$ cat src/rtl/muldiv_pkg.sv
// Shared types for the RV32M multiply/divide engine: XLEN, ALU op codes, FSM states.
// Build option MULDIV_FAST_MUL_EN (see muldiv_unit.sv) does not affect this package.
package muldiv_pkg;

   localparam int XLEN = 32;

   typedef enum logic [4:0] {
      ALU_ADD,
      ALU_SUB,
      ALU_SLL,
      ALU_SLT,
      ALU_SLTU,
      ALU_XOR,
      ALU_SRL,
      ALU_SRA,
      ALU_OR,
      ALU_AND,
      ALU_MUL,
      ALU_MULH,
      ALU_MULHSU,
      ALU_MULHU,
      ALU_DIV,
      ALU_DIVU,
      ALU_REM,
      ALU_REMU
   } alu_op_e;

   typedef enum logic [1:0] {
      MD_IDLE,
      MD_CALC,
      MD_DONE
   } muldiv_state_e;

   function automatic logic is_muldiv(input alu_op_e op);
      return op inside {ALU_MUL, ALU_MULH, ALU_MULHSU, ALU_MULHU,
                        ALU_DIV, ALU_DIVU, ALU_REM, ALU_REMU};
   endfunction

endpackage

$ cat src/rtl/muldiv_iter_core.sv
// One-bit-per-cycle datapath on unsigned magnitudes: shift-add multiply or
// restoring shift-subtract divide, plus the iteration counter.
module muldiv_iter_core
   import muldiv_pkg::*;
#(
   parameter int W = XLEN
)(
   input  logic         clk,
   input  logic         rst_n,
   input  logic         load_i,
   input  logic         step_i,
   input  logic         isDiv_i,
   input  logic [W-1:0] magA_i,
   input  logic [W-1:0] magB_i,
   output logic [W-1:0] hiNext_o,
   output logic [W-1:0] loNext_o,
   output logic         last_o
);

   localparam int CW = $clog2(W);

   logic [W-1:0]  hi_q, lo_q, opnd_q;
   logic          isDiv_q;
   logic [CW-1:0] count_q;
   logic [W-1:0]  hi_d, lo_d;
   logic [W:0]    shifted, trial, sum;

   // hi/lo hold product {hi,lo} for multiply, or {remainder,quotient} for divide
   always_comb begin
      hi_d    = hi_q;
      lo_d    = lo_q;
      shifted = {hi_q, lo_q[W-1]};
      trial   = shifted - {1'b0, opnd_q};
      sum     = {1'b0, hi_q} + (lo_q[0] ? {1'b0, opnd_q} : '0);
      if (isDiv_q) begin
         if (!trial[W]) begin
            hi_d = trial[W-1:0];
            lo_d = {lo_q[W-2:0], 1'b1};
         end else begin
            hi_d = shifted[W-1:0];
            lo_d = {lo_q[W-2:0], 1'b0};
         end
      end else begin
         hi_d = sum[W:1];
         lo_d = {sum[0], lo_q[W-1:1]};
      end
   end

   always_ff @(posedge clk or negedge rst_n) begin
      if (!rst_n) begin
         hi_q    <= '0;
         lo_q    <= '0;
         opnd_q  <= '0;
         isDiv_q <= 1'b0;
         count_q <= '0;
      end else if (load_i) begin
         hi_q    <= '0;
         lo_q    <= isDiv_i ? magA_i : magB_i;
         opnd_q  <= isDiv_i ? magB_i : magA_i;
         isDiv_q <= isDiv_i;
         count_q <= '0;
      end else if (step_i) begin
         hi_q    <= hi_d;
         lo_q    <= lo_d;
         count_q <= count_q + CW'(1);
      end
   end

   assign hiNext_o = hi_d;
   assign loNext_o = lo_d;
   assign last_o   = (count_q == CW'(W - 1));

endmodule

$ cat src/rtl/muldiv_unit.sv
// RV32M multi-cycle multiply/divide engine with handshake, special cases and sign fix-up.
// Define MULDIV_FAST_MUL_EN to resolve MUL* in one cycle with a hardware multiplier.
module muldiv_unit
   import muldiv_pkg::*;
(
   input  logic            clk,
   input  logic            rst_n,
   input  logic            start_i,
   input  alu_op_e         alu_ctrl_i,
   input  logic [XLEN-1:0] op_a_i,
   input  logic [XLEN-1:0] op_b_i,
   input  logic            flush_i,
   output logic            ready_o,
   output logic            busy_o,
   output logic            done_o,
   output logic [XLEN-1:0] result_o
);

   muldiv_state_e   state_q;
   alu_op_e         op_q;
   logic            negA_q, negB_q, done_q;
   logic [XLEN-1:0] res_q, result_q;

   logic            accept, isDivOp, isRemOp, signedA, signedB, negA, negB;
   logic            divZero, divOvf, fastPath, goDone, coreLoad, coreStep, coreLast;
   logic [XLEN-1:0] magA, magB, specRes, fastRes, hiNext, loNext, fixedRes;
   logic [2*XLEN-1:0] prodFix;

   assign accept  = start_i & (state_q == MD_IDLE) & is_muldiv(alu_ctrl_i) & ~flush_i;
   assign isDivOp = alu_ctrl_i inside {ALU_DIV, ALU_DIVU, ALU_REM, ALU_REMU};
   assign isRemOp = alu_ctrl_i inside {ALU_REM, ALU_REMU};
   assign signedA = alu_ctrl_i inside {ALU_MULH, ALU_MULHSU, ALU_DIV, ALU_REM};
   assign signedB = alu_ctrl_i inside {ALU_MULH, ALU_DIV, ALU_REM};
   assign negA    = signedA & op_a_i[XLEN-1];
   assign negB    = signedB & op_b_i[XLEN-1];
   assign magA    = negA ? -op_a_i : op_a_i;
   assign magB    = negB ? -op_b_i : op_b_i;

   // Cases that bypass the iterative engine entirely
   assign divZero = isDivOp & (op_b_i == '0);
   assign divOvf  = (alu_ctrl_i inside {ALU_DIV, ALU_REM}) &
                    (op_a_i == {1'b1, {(XLEN-1){1'b0}}}) & (op_b_i == '1);
   assign specRes = divZero ? (isRemOp ? op_a_i : '1) : (isRemOp ? '0 : op_a_i);

`ifdef MULDIV_FAST_MUL_EN
   logic signed [2*XLEN+1:0] fullProd;
   logic                     unusedProdTop;
   assign fullProd      = $signed({signedA & op_a_i[XLEN-1], op_a_i}) *
                          $signed({signedB & op_b_i[XLEN-1], op_b_i});
   assign unusedProdTop = ^fullProd[2*XLEN+1:2*XLEN];
   assign fastPath      = ~isDivOp;
   assign fastRes       = (alu_ctrl_i == ALU_MUL) ? fullProd[XLEN-1:0]
                                                  : fullProd[2*XLEN-1:XLEN];
`else
   assign fastPath = 1'b0;
   assign fastRes  = '0;
`endif

   assign goDone   = divZero | divOvf | fastPath;
   assign coreLoad = accept & ~goDone;
   assign coreStep = (state_q == MD_CALC) & ~flush_i;

   muldiv_iter_core #(.W(XLEN)) u_core (
      .clk      (clk),
      .rst_n    (rst_n),
      .load_i   (coreLoad),
      .step_i   (coreStep),
      .isDiv_i  (isDivOp),
      .magA_i   (magA),
      .magB_i   (magB),
      .hiNext_o (hiNext),
      .loNext_o (loNext),
      .last_o   (coreLast)
   );

   // Sign fix-up works on the value the core produces on its final step
   assign prodFix = (negA_q ^ negB_q) ? -{hiNext, loNext} : {hiNext, loNext};

   always_comb begin
      fixedRes = '0;
      case (op_q)
         ALU_MUL:                          fixedRes = prodFix[XLEN-1:0];
         ALU_MULH, ALU_MULHSU, ALU_MULHU:  fixedRes = prodFix[2*XLEN-1:XLEN];
         ALU_DIV, ALU_DIVU:                fixedRes = (negA_q ^ negB_q) ? -loNext : loNext;
         ALU_REM, ALU_REMU:                fixedRes = negA_q ? -hiNext : hiNext;
         default:                          fixedRes = '0;
      endcase
   end

   always_ff @(posedge clk or negedge rst_n) begin
      if (!rst_n) begin
         state_q  <= MD_IDLE;
         op_q     <= ALU_ADD;
         negA_q   <= 1'b0;
         negB_q   <= 1'b0;
         res_q    <= '0;
         result_q <= '0;
         done_q   <= 1'b0;
      end else begin
         done_q <= 1'b0;
         if (flush_i) begin
            state_q <= MD_IDLE;
         end else begin
            case (state_q)
               MD_IDLE: begin
                  if (accept) begin
                     op_q   <= alu_ctrl_i;
                     negA_q <= negA;
                     negB_q <= negB;
                     if (goDone) begin
                        res_q   <= (divZero | divOvf) ? specRes : fastRes;
                        state_q <= MD_DONE;
                     end else begin
                        state_q <= MD_CALC;
                     end
                  end
               end
               MD_CALC: begin
                  if (coreLast) begin
                     res_q   <= fixedRes;
                     state_q <= MD_DONE;
                  end
               end
               MD_DONE: begin
                  result_q <= res_q;
                  done_q   <= 1'b1;
                  state_q  <= MD_IDLE;
               end
               default: state_q <= MD_IDLE;
            endcase
         end
      end
   end

   assign ready_o  = (state_q == MD_IDLE);
   assign busy_o   = (state_q != MD_IDLE);
   assign done_o   = done_q;
   assign result_o = result_q;

endmodule

$ cat config.mk
export PLATFORM = sky130hd
export DESIGN_NAME = muldiv_unit
export DESIGN_NICKNAME = d
export VERILOG_FILES = /design/src/rtl/muldiv_pkg.sv /design/src/rtl/muldiv_iter_core.sv /design/src/rtl/muldiv_unit.sv
export SDC_FILE = /design/constraint.sdc
export NUM_CORES = 1
export LEC_CHECK = 0
export CELL_PAD_IN_SITES_DETAIL_PLACEMENT = 1
export CELL_PAD_IN_SITES_GLOBAL_PLACEMENT = 1
export CORE_AREA = 2 2 197 199
export CTS_BUF_LIST = sky130_fd_sc_hd__clkbuf_4 sky130_fd_sc_hd__clkbuf_8 sky130_fd_sc_hd__clkbuf_16
export DETAILED_ROUTE_END_ITERATION = 8
export DIE_AREA = 0 0 199 201
export PLACE_DENSITY_LB_ADDON = 0.2
export SLEW_MARGIN = 20
export SYNTH_ARGS = -nofsm -noshare
export SYNTH_HDL_FRONTEND = slang
export SYNTH_SLANG_ARGS = --single-unit
$ cat constraint.sdc
create_clock -name clk -period 7.3 [get_ports clk]
set_clock_uncertainty 0.05 [all_clocks]
set_input_delay 0.73 -clock clk [delete_from_list [all_inputs] [get_ports clk]]
set_output_delay 0.73 -clock clk [all_outputs]
set_load 0.1 [all_outputs]
# [After elaboration in Yosys (flattened, before gate mapping)]
# Index checks and enable logic that the tools add are counted.
[word_totals] elab_cells=111 ff_bits=176 out_inout_bits=35
[classes] reduce_logical=18 n_eq_ne=26 n_mux=33 bitwise_logic=14 n_addsub=8
[ops] operator="2-to-1 mux 32 bit" count=20
[ops] operator="negation 32 bit" count=4
[ops] operator="one-hot mux 32 bit (4 select lines)" count=1
[ops] operator="equality test 32 bit (second input constant)" count=2
[ops] operator="2-to-1 mux 64 bit" count=1
[ops] operator="negation 64 bit" count=1
[ops] operator="one-hot mux 32 bit (2 select lines)" count=1
[ops] operator="equality test 5 x 4 -> 1 bit (second input constant)" count=12
[ops] operator="adder 32 x 33 -> 33 bit" count=1
[ops] operator="subtractor 33 x 32 -> 33 bit" count=1
[ops] operator="logical NOT 32 bit" count=1
[ops] operator="equality test 5 bit (second input constant)" count=5
[ops] operator="AND 1 bit" count=10
[ops] operator="2-to-1 mux 5 bit" count=2
[ops] operator="nonzero test 2 bit" count=5
[ops] operator="2-to-1 mux 2 bit" count=4
[ops] operator="nonzero test 4 bit" count=2
[ops] operator="nonzero test 8 bit" count=1
[ops] operator="adder 5 x 1 -> 5 bit (second input constant)" count=1
[ops] operator="AND reduction 5 bit" count=1
[ops] operator="inequality test 2 x 1 -> 1 bit (second input constant)" count=2
[ops] operator="one-hot mux 2 bit (2 select lines)" count=1
[ops] operator="AND reduction 2 bit" count=2
[ops] operator="OR reduction 2 bit" count=2
[ops] operator="other kinds (13)" count=16

# [Depth between registers and ports, before layout]
# Gate-level depths: netlist of the first run.
[depth] ltp_word=9 ltp_mapped=25 depth_no_buf=22

# [Modules after synthesis]
# Synthesis of the first run repeated with hierarchy kept, for this count alone.
[hier_totals] cells_unflattened=2164 area_unflattened_um2=17294.1
[by_module_without_submodules] module="muldiv_iter_core" area_each_um2=9651.8 instances=1 cells_per_inst=1192 seq_area_each_um2=2552.4
[by_module_without_submodules] module="muldiv_unit" area_each_um2=7642.3 instances=1 cells_per_inst=972 seq_area_each_um2=1851.8

# [Worst setup path before layout of the first run]
# No wires, ideal clock.
[synth_path] path_kind="flip-flop to flip-flop" from="register u_core.lo_q[31]" to="register res_q[28]" synth_period_minus_slack_ns=5.454 required_time_ns=7.116 path_buffers=2 path_slack_ns=1.846 arrival_time_ns=5.269 path_stages_with_launch=23 cell_sequence="dfrtp_1 inv_1 ha_1 fa_1 nor2b_1 o31a_1 o211ai_2 a21oi_2 o2111ai_4 a21oi_2 buf_4 clkbuf_1 nor3_1 o31ai_1 ha_1 inv_1 a2111oi_2 o22ai_1 or3_4 or2_1 o41ai_1 mux2i_1 o211ai_1"
[synth_between] elab_chain_len=8 word_cells_on_any_way=14
[synth_lines] element="start: declaration" line_no="muldiv_iter_core.sv:22" source="logic [W-1:0] hi_q, lo_q, opnd_q;"
[synth_lines] element="start signal: assignment" line_no="muldiv_iter_core.sv:58" source="lo_q <= isDiv_i ? magA_i : magB_i;"
[synth_lines] element="start signal: assignment" line_no="muldiv_iter_core.sv:64" source="lo_q <= lo_d;"
[synth_lines] element="subtractor 33 x 32 -> 33 bit" line_no="muldiv_iter_core.sv:33" source="trial = shifted - {1'b0, opnd_q};"
[synth_lines] element="2-to-1 mux 1 bit or 2-to-1 mux 32 bit (tied branches)" line_no="muldiv_iter_core.sv:36" source="if (!trial[W]) begin"
[synth_lines] element="2-to-1 mux 32 bit" line_no="muldiv_iter_core.sv:35" source="if (isDiv_q) begin"
[synth_lines] element="negation 64 bit (tied with other cells)" line_no="muldiv_unit.sv:77" source="assign prodFix = (negA_q ^ negB_q) ? -{hiNext, loNext} : {hiNext, loNext};"
[synth_lines] element="2-to-1 mux 64 bit (tied with other cells)" line_no="muldiv_unit.sv:77"
[synth_lines] element="one-hot mux 32 bit (4 select lines) (*)" line_no="muldiv_unit.sv:81" source="case (op_q)"
[synth_lines] element="2-to-1 mux 32 bit (*)" line_no="muldiv_unit.sv:119" source="if (coreLast) begin"
[synth_lines] element="one-hot mux 32 bit (2 select lines) (*)" line_no="muldiv_unit.sv:104" source="case (state_q)"
[synth_lines] element="end signal: assignment" line_no="muldiv_unit.sv:111" source="res_q <= (divZero | divOvf) ? specRes : fastRes;"
[synth_lines] element="end signal: assignment" line_no="muldiv_unit.sv:120" source="res_q <= fixedRes;"
[synth_lines] element="end: declaration" line_no="muldiv_unit.sv:22" source="logic [XLEN-1:0] res_q, result_q;"
# Mark *: on every way between the ends. The rest lies on a longest branch, timed or not. The select of a mux whose other input is x is not followed.
# A chain may end at the register's enable or synchronous reset.

# [Final worst setup path of the first run]
[layout_path] from="register u_core.lo_q[31]" to="register res_q[2]"
# Same word-level chain as after synthesis.

==> results.tsv, run 1 <==
metric	value	unit
outcome	finished, final reports clean	
fin. max-slew vios	0	
Slew @ Worst Pin	1155	ps
routed vias/inst	6.787	
syn_nets	2424	
layout cells sized above 1	7.898	%
Critical Path Fanout Max	7	
initial drt markers	2039	
RSZ-0062 raised after global routing	false	
placed insts	2802	
Area contributors post-synth	dfrtp_1, a21oi_1, o21ai_0	
number of fill cells	4705	
clk slew on worst S/H paths	90	ps
critical path type	reg2reg	
GRT Util Overall	41.44	%
Final WS setup	707.8	ps
CTS resizes	0	
# DRC	0	
Reg2Reg Setup Slack	710	ps
row count	72	
final setup TNS	0	ps
DIE AREA	40000	um^2
Mean Syn Cell Area	7.587	um^2
class of the worst hold path	in2async	
Ports	108	
core box area	38110	um^2
final setup vio count	0	
final period utilization	90.30	%
Seq/Total Area, Yosys	25.48	%
CTS max path bufs	2	
Worst setup EP type	flop	
die height	201	um
first-pass GRT wire length	122700	um
Power Density	403.4	nW/um^2
Die X	199	um
commonest non-fill, non-tap cells in the layout	nand2_1, a21oi_1, o21ai_0	
clock root cell	clkbuf_16	
Area after DPL	18810	um^2
vias in the first global route	19087	
cell area after synthesis	17280	um^2
final antenna-violating net count	0	
hold violation count in the final report	0	
Fmax	151.7	MHz
Yosys Warn Count	0	
First-pass DRT Iterations	7	
Post-Route WL	82280	um
Reg2Reg Depth	23	
hold-fix buffers at CTS	0	
worst endpoint data arrival time	6960	ps
asr flop ratio synth	100.0	%
Clk Latency, worst-skew pair	480	ps
Max-slew headroom	22.66	%
most common library cell in the layout ignoring fill and taps	nand2_1	
most area-hungry cell type in the Yosys netlist	dfrtp_1	
area delta synth->final	12.33	%
pin count of the biggest net entering global routing	103	
DP HPWL	64280	um
critical path launch point type	flop	
final instance area	19410	um^2
RD Place Congestion	1.038	
post-synth cell types	107	
EDFF count, synth	0	
pre-CTS setup slack	902.3	ps
Worst EP required	7670	ps
initial antenna violation count	6	
top-area cell type share of the netlist area	25.48	%
Port Buf Inserts	107	
peak supply drop	0.1825	mV
register bit total from synthesis	176	
reg2reg start	u_core.lo_q[31]	
Static Leakage	7.695	nW
gr ovfl total	0	
Post-Synthesis Cells	2278	
Num CTS Buffers	17	
Final Util	50.95	%
Top FF cell, synth	dfrtp_1	
fin crit period	6592	ps
# clock sinks	176	
final net count	2450	
wire per inst	29.01	um
Starting Density	45.35	%
TritonCTS clock tree	done	
H-tree depth	4	
Post-CTS Setup Inserts	0	
Non-Filler Instances	2836	
R2R Path End	res_q[2]	
total number of vias	19249	
# Max-Cap Violations	0	
## critical path, stage by stage, from the launching register on
cell,delay [ps]
dfrtp_1,420
inv_1,110
ha_1,190
fa_1,260
nor2b_1,90
o31a_1,280
o211ai_2,250
a21oi_2,140
o2111a_2,370
o31ai_1,230
buf_4,220
nor2_1,110
a21oi_1,280
ha_1,260
and3_1,320
nand2_1,180
nor3_1,500
nand2_1,380
o21ai_0,830
a21oi_1,150
a21oi_1,390
a21oi_1,110
o221ai_1,280
o21a_1,150
## kinds of logic after synthesis
logic type / count (synthesis) / synth area share (%)
AND/OR/NAND/NOR: 801 / 22.68
multiplexers: 82 / 5.039
buffers and inverters: 199 / 4.525
AO/OA/AOI/OAI: 796 / 29.25
flip-flops: 176 / 25.48
XOR/XNOR: 151 / 7.652
adder cells (fa/ha/maj): 73 / 5.372
## through the flow
step / hold slack, ps / total power, mW
after global routing: 184.6 / 8.201
after CTS: 163.2 / 7.632
after global placement: 422.4 / 6.521
after floorplan: 384.4 / 4.776
after detailed placement: 437.3 / 6.626
final: 158.9 / 7.831
## synth_stat cells, types with 11 or more instances
cell type and count:
xnor2_1 91, nand3_1 74, clkbuf_1 105, nand4_1 30
and3_1 13, nor3_1 75, o31ai_1 42, nand2b_1 19
o211ai_1 66, a31oi_1 38, a21o_1 21, dfrtp_1 176
or3_1 20, buf_1 18, nor2_1 191, mux2_2 40
nand2_1 240, ha_1 71, buf_2 16, o21ai_0 211
a21oi_1 237, and2_1 47, xor2_1 60, mux2i_1 42
o221ai_1 11, a211oi_1 18, nor4_1 19, o21a_1 14
inv_1 56
## area by class of cell
class	instances	area [um^2]	area share, %
clock inverter	14	153.9	0.7927
multi-input combinational	1903	12160	62.63
timing repair buffer	149	1390	7.160
tap	518	648.1	3.338
antenna	1	2.502	0.01289
inverter	57	214.0	1.102
sequential	176	4408	22.71
clock buffer	18	439.2	2.262
## sequential cells by signal, indices dropped and copies added (netlist names)
register and cells:
u_core.opnd_q 32, u_core.lo_q 32, res_q 32, u_core.hi_q 32
negB_q 1, u_core.isDiv_q 1, op_q 5, u_core.count_q 5
negA_q 1, state_q 2, result_o 32, done_o 1
## how the worst max path moves through the flow
stage	startpoint	slack, ps	end
after global placement	u_core.lo_q[31]	1040	res_q[2]
after detailed placement	u_core.lo_q[31]	900	res_q[2]
after global routing	u_core.lo_q[31]	400	res_q[2]
after floorplan	u_core.lo_q[31]	1850	res_q[28]
after CTS	u_core.lo_q[31]	870	res_q[2]
final	u_core.lo_q[31]	710	res_q[2]
## metal layers
layer  up-vias  wire length [um]  global-route usage (%)
li1       8480                 -                       -
met1      9586             34800                   56.46
met2       972             34750                   60.61
met3       209              7119                   7.695
met4         2              5599                   25.21
met5         -                13                       0
## where the power goes
group	total (mW)	switching (mW)	internal, mW
clock	0.972	0.502	0.470
sequential	1.51	0.326	1.19
combinational	5.34	3.65	1.69
Power figures use the tool's default switching activity.
==> inputs of run 2 (changes only) <==
--- a/config.mk
+++ b/config.mk
@@ -9,6 +9,7 @@
 export CELL_PAD_IN_SITES_GLOBAL_PLACEMENT = 1
 export CORE_AREA = 2 2 197 199
 export CTS_BUF_LIST = sky130_fd_sc_hd__clkbuf_4 sky130_fd_sc_hd__clkbuf_8 sky130_fd_sc_hd__clkbuf_16
+export CTS_CLUSTER_DIAMETER = 100
 export DETAILED_ROUTE_END_ITERATION = 8
 export DIE_AREA = 0 0 199 201
 export PLACE_DENSITY_LB_ADDON = 0.2
==> results of run 2 <==
Final layout, timing and power as in run 1 (identical DEF).
